File: src/rtl/frame_pkg.sv
// Shared command-frame definitions for the TX packer and the RX frame decoder:
// field widths, command codes, field offsets and buffer occupancy encoding.
package frame_pkg;

  localparam int unsigned CMD_W   = 32'd8;
  localparam int unsigned ADDR_W  = 32'd16;
  localparam int unsigned DATA_W  = 32'd32;
  localparam int unsigned FRAME_W = CMD_W + ADDR_W + DATA_W;

  localparam logic [CMD_W-1:0] CMD_WR  = 8'h01;
  localparam logic [CMD_W-1:0] CMD_RD  = 8'h02;
  localparam logic [CMD_W-1:0] CMD_RES = 8'h04;

  localparam int unsigned DATA_LSB = 32'd0;
  localparam int unsigned ADDR_LSB = DATA_LSB + DATA_W;
  localparam int unsigned CMD_LSB  = ADDR_LSB + ADDR_W;

  typedef enum logic [1:0] {
    OCC_EMPTY = 2'd0,
    OCC_ONE   = 2'd1,
    OCC_TWO   = 2'd2
  } occ_state_e;

  // Read frames never carry payload, so the data field is forced to zero.
  function automatic logic [FRAME_W-1:0] build_frame(
    input logic              wr,
    input logic [ADDR_W-1:0] addr,
    input logic [DATA_W-1:0] data
  );
    logic [FRAME_W-1:0] frame;
    frame = '0;
    frame[CMD_LSB +: CMD_W]   = wr ? CMD_WR : CMD_RD;
    frame[ADDR_LSB +: ADDR_W] = addr;
    frame[DATA_LSB +: DATA_W] = wr ? data : {DATA_W{1'b0}};
    return frame;
  endfunction

endpackage

File: src/rtl/frame_buf2.sv
// Two-entry in-order register buffer with head/tail pointers and an
// EMPTY/ONE/TWO occupancy FSM; pushes into TWO and pops from EMPTY are ignored.
module frame_buf2
  import frame_pkg::*;
#(
  parameter int unsigned W = 32'd56
) (
  input  logic         clk,
  input  logic         rst,
  input  logic         push,
  input  logic         pop,
  input  logic [W-1:0] push_data,
  output logic [W-1:0] head_data,
  output occ_state_e   occ
);

  occ_state_e   state_r;
  occ_state_e   state_s;
  logic [W-1:0] entry_r [2];
  logic         head_r;
  logic         tail_r;
  logic         push_ok_s;
  logic         pop_ok_s;

  assign push_ok_s = push && (state_r != OCC_TWO);
  assign pop_ok_s  = pop && (state_r != OCC_EMPTY);
  assign head_data = entry_r[head_r];
  assign occ       = state_r;

  // State register, pointers and storage.
  always_ff @(posedge clk) begin
    if (rst) begin
      state_r    <= OCC_EMPTY;
      head_r     <= 1'b0;
      tail_r     <= 1'b0;
      entry_r[0] <= '0;
      entry_r[1] <= '0;
    end else begin
      state_r <= state_s;
      if (push_ok_s) begin
        entry_r[tail_r] <= push_data;
        tail_r          <= ~tail_r;
      end
      if (pop_ok_s) begin
        head_r <= ~head_r;
      end
    end
  end

  // Occupancy next-state logic.
  always_comb begin
    state_s = state_r;
    case (state_r)
      OCC_EMPTY: begin
        if (push_ok_s) state_s = OCC_ONE;
        else           state_s = OCC_EMPTY;
      end
      OCC_ONE: begin
        if (push_ok_s && !pop_ok_s)      state_s = OCC_TWO;
        else if (pop_ok_s && !push_ok_s) state_s = OCC_EMPTY;
        else                             state_s = OCC_ONE;
      end
      OCC_TWO: begin
        if (pop_ok_s) state_s = OCC_ONE;
        else          state_s = OCC_TWO;
      end
      default: state_s = OCC_EMPTY;
    endcase
  end

endmodule

File: src/rtl/cmd_frame_packer.sv
// Command-frame packer: formats APB requests into 56-bit frames, buffers two,
// and writes them to the TX FIFO. Optional drain counter under FRAME_CNT_EN.
module cmd_frame_packer #(
  parameter int unsigned CMD_W  = 32'd8,
  parameter int unsigned ADDR_W = 32'd16,
  parameter int unsigned DATA_W = 32'd32
) (
  input  logic                            clk,
  input  logic                            rst,
  input  logic                            req_vld,
  input  logic                            req_wr,
  input  logic [ADDR_W-1:0]               req_addr,
  input  logic [DATA_W-1:0]               req_data,
  output logic                            req_rdy,
  input  logic                            fifo_full,
  output logic                            fifo_wen,
  output logic [CMD_W+ADDR_W+DATA_W-1:0]  fifo_wdata,
  output logic                            busy
`ifdef FRAME_CNT_EN
  ,
  input  logic                            cnt_clr,
  output logic [15:0]                     frame_cnt
`endif
);

  import frame_pkg::*;

  occ_state_e                    occ_s;
  logic                          accept_s;
  logic [CMD_W+ADDR_W+DATA_W-1:0] frame_s;

  // Ready is independent of fifo_full so no combinational path reaches req_rdy.
  assign req_rdy  = !rst && (occ_s != OCC_TWO);
  assign accept_s = req_vld && req_rdy;
  assign fifo_wen = (occ_s != OCC_EMPTY) && !fifo_full;
  assign busy     = (occ_s != OCC_EMPTY);
  assign frame_s  = build_frame(req_wr, req_addr, req_data);

  frame_buf2 #(
    .W (CMD_W + ADDR_W + DATA_W)
  ) u_buf (
    .clk       (clk),
    .rst       (rst),
    .push      (accept_s),
    .pop       (fifo_wen),
    .push_data (frame_s),
    .head_data (fifo_wdata),
    .occ       (occ_s)
  );

`ifdef FRAME_CNT_EN
  logic [15:0] cnt_r;

  // Drain counter; clear has priority over a coincident drain.
  always_ff @(posedge clk) begin
    if (rst) begin
      cnt_r <= 16'h0000;
    end else if (cnt_clr) begin
      cnt_r <= 16'h0000;
    end else if (fifo_wen) begin
      cnt_r <= cnt_r + 16'h0001;
    end else begin
      cnt_r <= cnt_r;
    end
  end

  assign frame_cnt = cnt_r;
`endif

endmodule

File: config.mk
export PLATFORM = sky130hd
export DESIGN_NAME = cmd_frame_packer
export DESIGN_NICKNAME = d
export VERILOG_FILES = /design/src/rtl/frame_pkg.sv /design/src/rtl/frame_buf2.sv /design/src/rtl/cmd_frame_packer.sv
export SDC_FILE = /design/constraint.sdc
export NUM_CORES = 1
export LEC_CHECK = 0
export CORE_ASPECT_RATIO = 0.75
export CORE_MARGIN = 2
export CORE_UTILIZATION = 46
export CTS_CLUSTER_SIZE = 20
export DETAILED_ROUTE_END_ITERATION = 10
export PLACE_DENSITY = 0.73
export SLEW_MARGIN = 20
export SYNTH_ARGS = -nofsm -noshare
export SYNTH_HDL_FRONTEND = slang
export SYNTH_HIERARCHICAL = 1
export SYNTH_SLANG_ARGS = --single-unit
File: constraint.sdc
create_clock -name clk -period 4.55 [get_ports clk]
set_input_delay 0.91 -clock clk [delete_from_list [all_inputs] [get_ports clk]]
set_output_delay 0.91 -clock clk [all_outputs]
set_load 0.01 [all_outputs]
Word-level counts from Yosys, hierarchy flattened
Memories as Yosys holds them, arrays and structs flattened. A register that Yosys moved wholly into a read port is not among the register bits.
Index checks and enable logic that the tools add are counted.
{ "op_classes": {"bitwise_logic": 2, "eq_ne": 3, "n_reduce_logical": 14, "n_mux": 17} }
{ "ops": {"columns": ["op", "count"], "rows": [
  ["$mux 50", 1],
  ["$reduce_or 50->1", 1],
  ["$mux 32", 1],
  ["$mux 1", 11],
  ["$logic_and 1x1->1", 7],
  ["$mux 2", 3],
  ["$pmux 2 s3", 1],
  ["$logic_not 1->1", 4],
  ["$eq 2x1->1 const B", 1],
  ["$eq 2x2->1 const B", 1],
  ["$logic_not 2->1", 1],
  ["$ne 2x2->1 const B", 1],
  ["$not 1->1", 2],
  ["$reduce_bool 2->1", 1]
]} }
{ "totals": {"word_cells": 40, "input_bits": 53, "memories": 1, "regBits": 4, "mem_bits_rw": 100, "output_inout_bits": 59} }
{ "mem_list": {"columns": ["name", "words", "width", "rd", "rd_clocked_by_memory_dff", "wr", "line", "text"], "rows": [
  ["u_buf.entry_r", 2, 50, 1, 1, 2, "frame_buf2.sv:19", "logic [W-1:0] entry_r [2];"]
]} }

Depth between registers and ports, before layout
{ "logic_depth": {"ltp_word": 9, "mapped_depth": 6, "ltp_nobuf": 5} }

Modules after synthesis
The synthesis kept the hierarchy.
{ "modules_own_cells": {"columns": ["mod", "n_inst", "cells_each", "area_per_inst_um2"], "rows": [
  ["frame_buf2", 1, 384, 5222.5],
  ["cmd_frame_packer", 1, 42, 252.7]
]} }

Least setup slack after synthesis
OpenSTA, ideal clock, no wires.
{ "synth_timing": {"path_kind": "input to register", "start": "input port rst", "end": "memory u_buf/entry_r[1][0] (netlist bit) (enable)", "n_path_buf": 1, "setup_time_ps": 423, "slack_ps": 996, "required_time_ps": 4127, "cell_stages": 4, "t_arrival_ps": 3132, "path_cell_list": "nor3b_1 nand3_1 buf_4 nand2b_1"} }
{ "synth_rtl": {"columns": ["element", "line", "text"], "rows": [
  ["start: declaration", "cmd_frame_packer.sv:9", "input logic rst,"],
  ["end: declaration", "frame_buf2.sv:19", null]
]} }

==> parameters.txt <==
Parameter                              Value

Route
  Post-Route M1 WL ... 5010 um
  Routed met3 length ... 824 um
  WL final ... 11200 um
  Residual antenna-violating net count after detailed routing ... 0
  Initial detailed-routing violation count ... 237
  Residual DRC ... 0
  Met2 Wirelength ... 5330 um
  Detail-routed net length per standard cell ... 15.7 um
  Vias per cell ... 4.89
  TritonRoute pass-1 iters ... 4
  Uppermost routed layer ... met4
  Number of vias in the routed layout ... 3493

Power and ir drop
  Peak ir drop on the vdd network ... 253 uV
  Power Dens Cells ... 401 nW/um^2
  Total design power ... 0.00293 W
  Leakage component of the power ... 2.59 nW

Synth
  Sequential fraction of the synthesis area ... 0.633
  Flip-flop and latch count after synthesis ... 117
  Library cell with the largest summed area after synthesis ... sky130_fd_sc_hd__edfxtp_1
  Async set or reset register ratio after synthesis ... 0
  Cells after synthesis ... 426
  Leading cell types by total area after synthesis ... sky130_fd_sc_hd__edfxtp_1 61%, sky130_fd_sc_hd__mux2_2 12%, sky130_fd_sc_hd__nor2_1 7.2%
  Ys flop type ... sky130_fd_sc_hd__edfxtp_1
  Netlist cell types ... 29
  Most instantiated library cell after synthesis ... sky130_fd_sc_hd__edfxtp_1
  Yosys warning total ... 6
  Number of enable-type register cells in the synthesized netlist ... 112
  Area share of the largest cell type after synthesis ... 0.614
  Commonest cells post-synth ... 112 x sky130_fd_sc_hd__edfxtp_1, 105 x sky130_fd_sc_hd__nor2_1, 58 x sky130_fd_sc_hd__nand2b_1, 56 x sky130_fd_sc_hd__mux2_2, 32 x sky130_fd_sc_hd__and2_1
  Syn Std Cell Area ... 5480 sq um
  Post-synthesis area per instance ... 12.9 sq um

STA
  Minimum period implied by the final worst setup slack ... 3.42 ns
  Measured slew at the worst slew-check pin ... 0.862 ns
  Max-slew headroom at the worst pin ... 0.425
  Count of pins over their slew limit ... 0
  Unrepaired setup endpoints after global routing ... false
  Final-report hold violation count ... 0
  Setup Viol. Count Final ... 0
  Final Skew ... 0.00512 ns
  Fin crit share ... 0.752
  Maximum frequency from static timing analysis ... 292 MHz
  Total Neg Setup Slack ... 0 ns

Outcome
  Status ... complete, no violations

Worst setup path
  Max incr delay on CP ... 0.61 ns
  Chain of cells forming the critical path ... buf_4, mux2_2, clkdlybuf4s50_1
  Critical path type ... flop to output port
  Maximum fanout along the worst path ... 39
  Sort of element at the end of the critical path ... output port
  Data arrival, critical path ... 2.51 ns
  Worst-case register-to-register setup slack ... 2.36 ns
  CP Data Required Time ... 3.64 ns
  Buffers & Inverters on Critical Path ... 2
  Type of origin of the critical path ... flop
  Critical path's top delay family ... buffers and inverters
  Startpoint of the worst register-to-register path ... u_buf/occ[1]$_SDFF_PP0_
  Reg-to-reg endpoint ... u_buf/entry_r[1][13]$_SDFFCE_PN0P_
  Number of cells on the worst reg-to-reg path ... 6
  Cell with the largest stage delay on the worst path ... sky130_fd_sc_hd__dfxtp_2

Clock network
  Clock tree from TritonCTS ... done
  Max clock buf depth ... 2
  Total setup buffers inserted after CTS ... 0
  Clock network latency to the later pin of the worst-skew pair ... 0.40 ns
  Quantity of gates resized following cts ... 0
  Clock transition at the register clock pins on the worst setup and hold paths after CTS ... 0.05 ns
  Hold_buf cts ... 0
  Total clock sinks ... 117
  Number of levels in the clock H-tree ... 4
  CTS buffer count ... 17
  Cell at the root of the clock tree ... sky130_fd_sc_hd__clkbuf_16

Global routing
  Initial antenna violation count ... 0
  Global-route wire length before repair ... 18000 um
  Total overflow reported by the global router ... 0
  Maximum number of pins on one net before global-route repair ... 58
  Total track usage ... 0.188
  Vias in the first global route ... 3650

Floorplan
  Core area ... 11600 sq um
  Die span in x ... 130 um
  Die height ... 98.5 um
  Initial core utilization ... 0.471
  Die Footprint ... 12800 sq um
  Num rows ... 34
  I/O Pins ... 112

Place
  Number of buffer cells added on primary ports ... 111
  Weighted congestion reported at the end of routability-driven placement ... 0.712
  Hpwl dp ... 6480 um

Layout
  Layout area overhead ... 33.7%
  Layout cells sized above 1 ... 0.195
  Diodes inserted ... 0
  Number of nets at the end of the flow ... 593
  FILL cells ... 889

Hold path
  Hold WC Path Type ... flop to flop
  Worst hold path startpoint ... u_buf/head_r$_SDFFE_PP0P_
  Hold path cells ... 2

Job
  Maxcap violations ... 0
[sequential cells by signal (all words and copies together) (netlist names), named ones only]
signal         count
u_buf/entry_r    112
u_buf/head_r       1
u_buf/occ          2
u_buf/tail_r       1
[worst max-delay path by stage]
stage | from | endpoint | slack (ns) | cells past startpoint
5_1_grt | flop | fifo_wdata[49] | 0.99 | 3
2_1_floorplan | rst | u_buf/entry_r[1][0]$_SDFFCE_PN0P_ | 1.0 | 4
4_1_cts | flop | fifo_wdata[9] | 1.08 | 3
3_5_place_dp | fifo_full | fifo_wen | 1.35 | 3
6_report | flop | fifo_wdata[49] | 1.13 | 3
3_3_place_gp | fifo_full | fifo_wen | 1.37 | 3
[layer usage]
layer  track usage  up-vias
met3        0.0608        8
li1              -     1677
met4        0.0546        0
met2         0.300      135
met1         0.247     1673
met5             0        -
[kinds of logic after synthesis]
| family | count (synthesis) | share of synthesized area |
|---|---|---|
| DFF | 117 | 0.633 |
| other | 1 | 0.000685 |
| buffers and inverters | 29 | 0.0322 |
| AOI/OAI and AO/OA | 6 | 0.00731 |
| muxes | 57 | 0.117 |
| and+or+nand+nor | 215 | 0.209 |
| xor gates and xnor gates | 1 | 0.00160 |
[through the flow]
| step | instance area (sq um) | util | hold slack (ns) | worst slack (ns) | std cells |
|---|---|---|---|---|---|
| after floorplan | 5490 | - | 0.472 | 0.996 | 431 |
| after global placement | 6730 | 0.579 | 0.487 | 1.37 | 683 |
| after detailed placement | 6730 | 0.579 | 0.496 | 1.35 | 683 |
| after CTS | 7320 | 0.631 | 0.514 | 1.08 | 715 |
| after global routing | 7320 | 0.630 | 0.568 | 0.994 | 715 |
| final | 7320 | 0.630 | 0.522 | 1.13 | 715 |
[tightest hold or removal path, stage by stage (launching register included)]
cell,delay (ns)
sky130_fd_sc_hd__dfxtp_1,0.32
sky130_fd_sc_hd__xor2_1,0.09
sky130_fd_sc_hd__nor2_1,0.08
[where the power goes]
group | switching (W) | total (W) | internal (W)
sequential | 0.0000173 | 0.00126 | 0.00124
combinational | 0.000150 | 0.000327 | 0.000176
clock | 0.000441 | 0.00134 | 0.000903
[placed cells by master (no fill, tap or decap), types with 2 or more instances in the layout]
cell / netlist / final
sky130_fd_sc_hd__mux2_2: 56 / 56
sky130_fd_sc_hd__clkbuf_16: 0 / 17
sky130_fd_sc_hd__nand2b_1: 58 / 56
sky130_fd_sc_hd__buf_2: 13 / 2
sky130_fd_sc_hd__buf_4: 1 / 5
sky130_fd_sc_hd__bufinv_16: 0 / 4
sky130_fd_sc_hd__and2_1: 32 / 32
sky130_fd_sc_hd__nor2b_1: 2 / 2
sky130_fd_sc_hd__dfxtp_1: 5 / 4
sky130_fd_sc_hd__buf_12: 0 / 2
sky130_fd_sc_hd__nor2_1: 105 / 105
sky130_fd_sc_hd__edfxtp_1: 112 / 112
sky130_fd_sc_hd__nor2_4: 10 / 10
sky130_fd_sc_hd__nand2b_2: 1 / 3
sky130_fd_sc_hd__clkdlybuf4s50_1: 0 / 109
sky130_fd_sc_hd__nor3b_1: 2 / 2
sky130_fd_sc_hd__clkbuf_1: 6 / 2
sky130_fd_sc_hd__clkinv_1: 0 / 4
sky130_fd_sc_hd__a21oi_1: 2 / 2
sky130_fd_sc_hd__clkinv_2: 0 / 4
sky130_fd_sc_hd__conb_1: 1 / 6
[cell type report]
class,instances,area (sq um),area share
Multi-Input combinational cell,285,1870,0.256
Timing Repair Buffer,118,1180,0.161
Clock inverter,13,163,0.0222
Inverter,1,3.75,0.000513
Tap cell,162,203,0.0277
Sequential cell,117,3460,0.473
Clock buffer,19,433,0.0592
No activity file was read; power rests on OpenSTA's default activity.
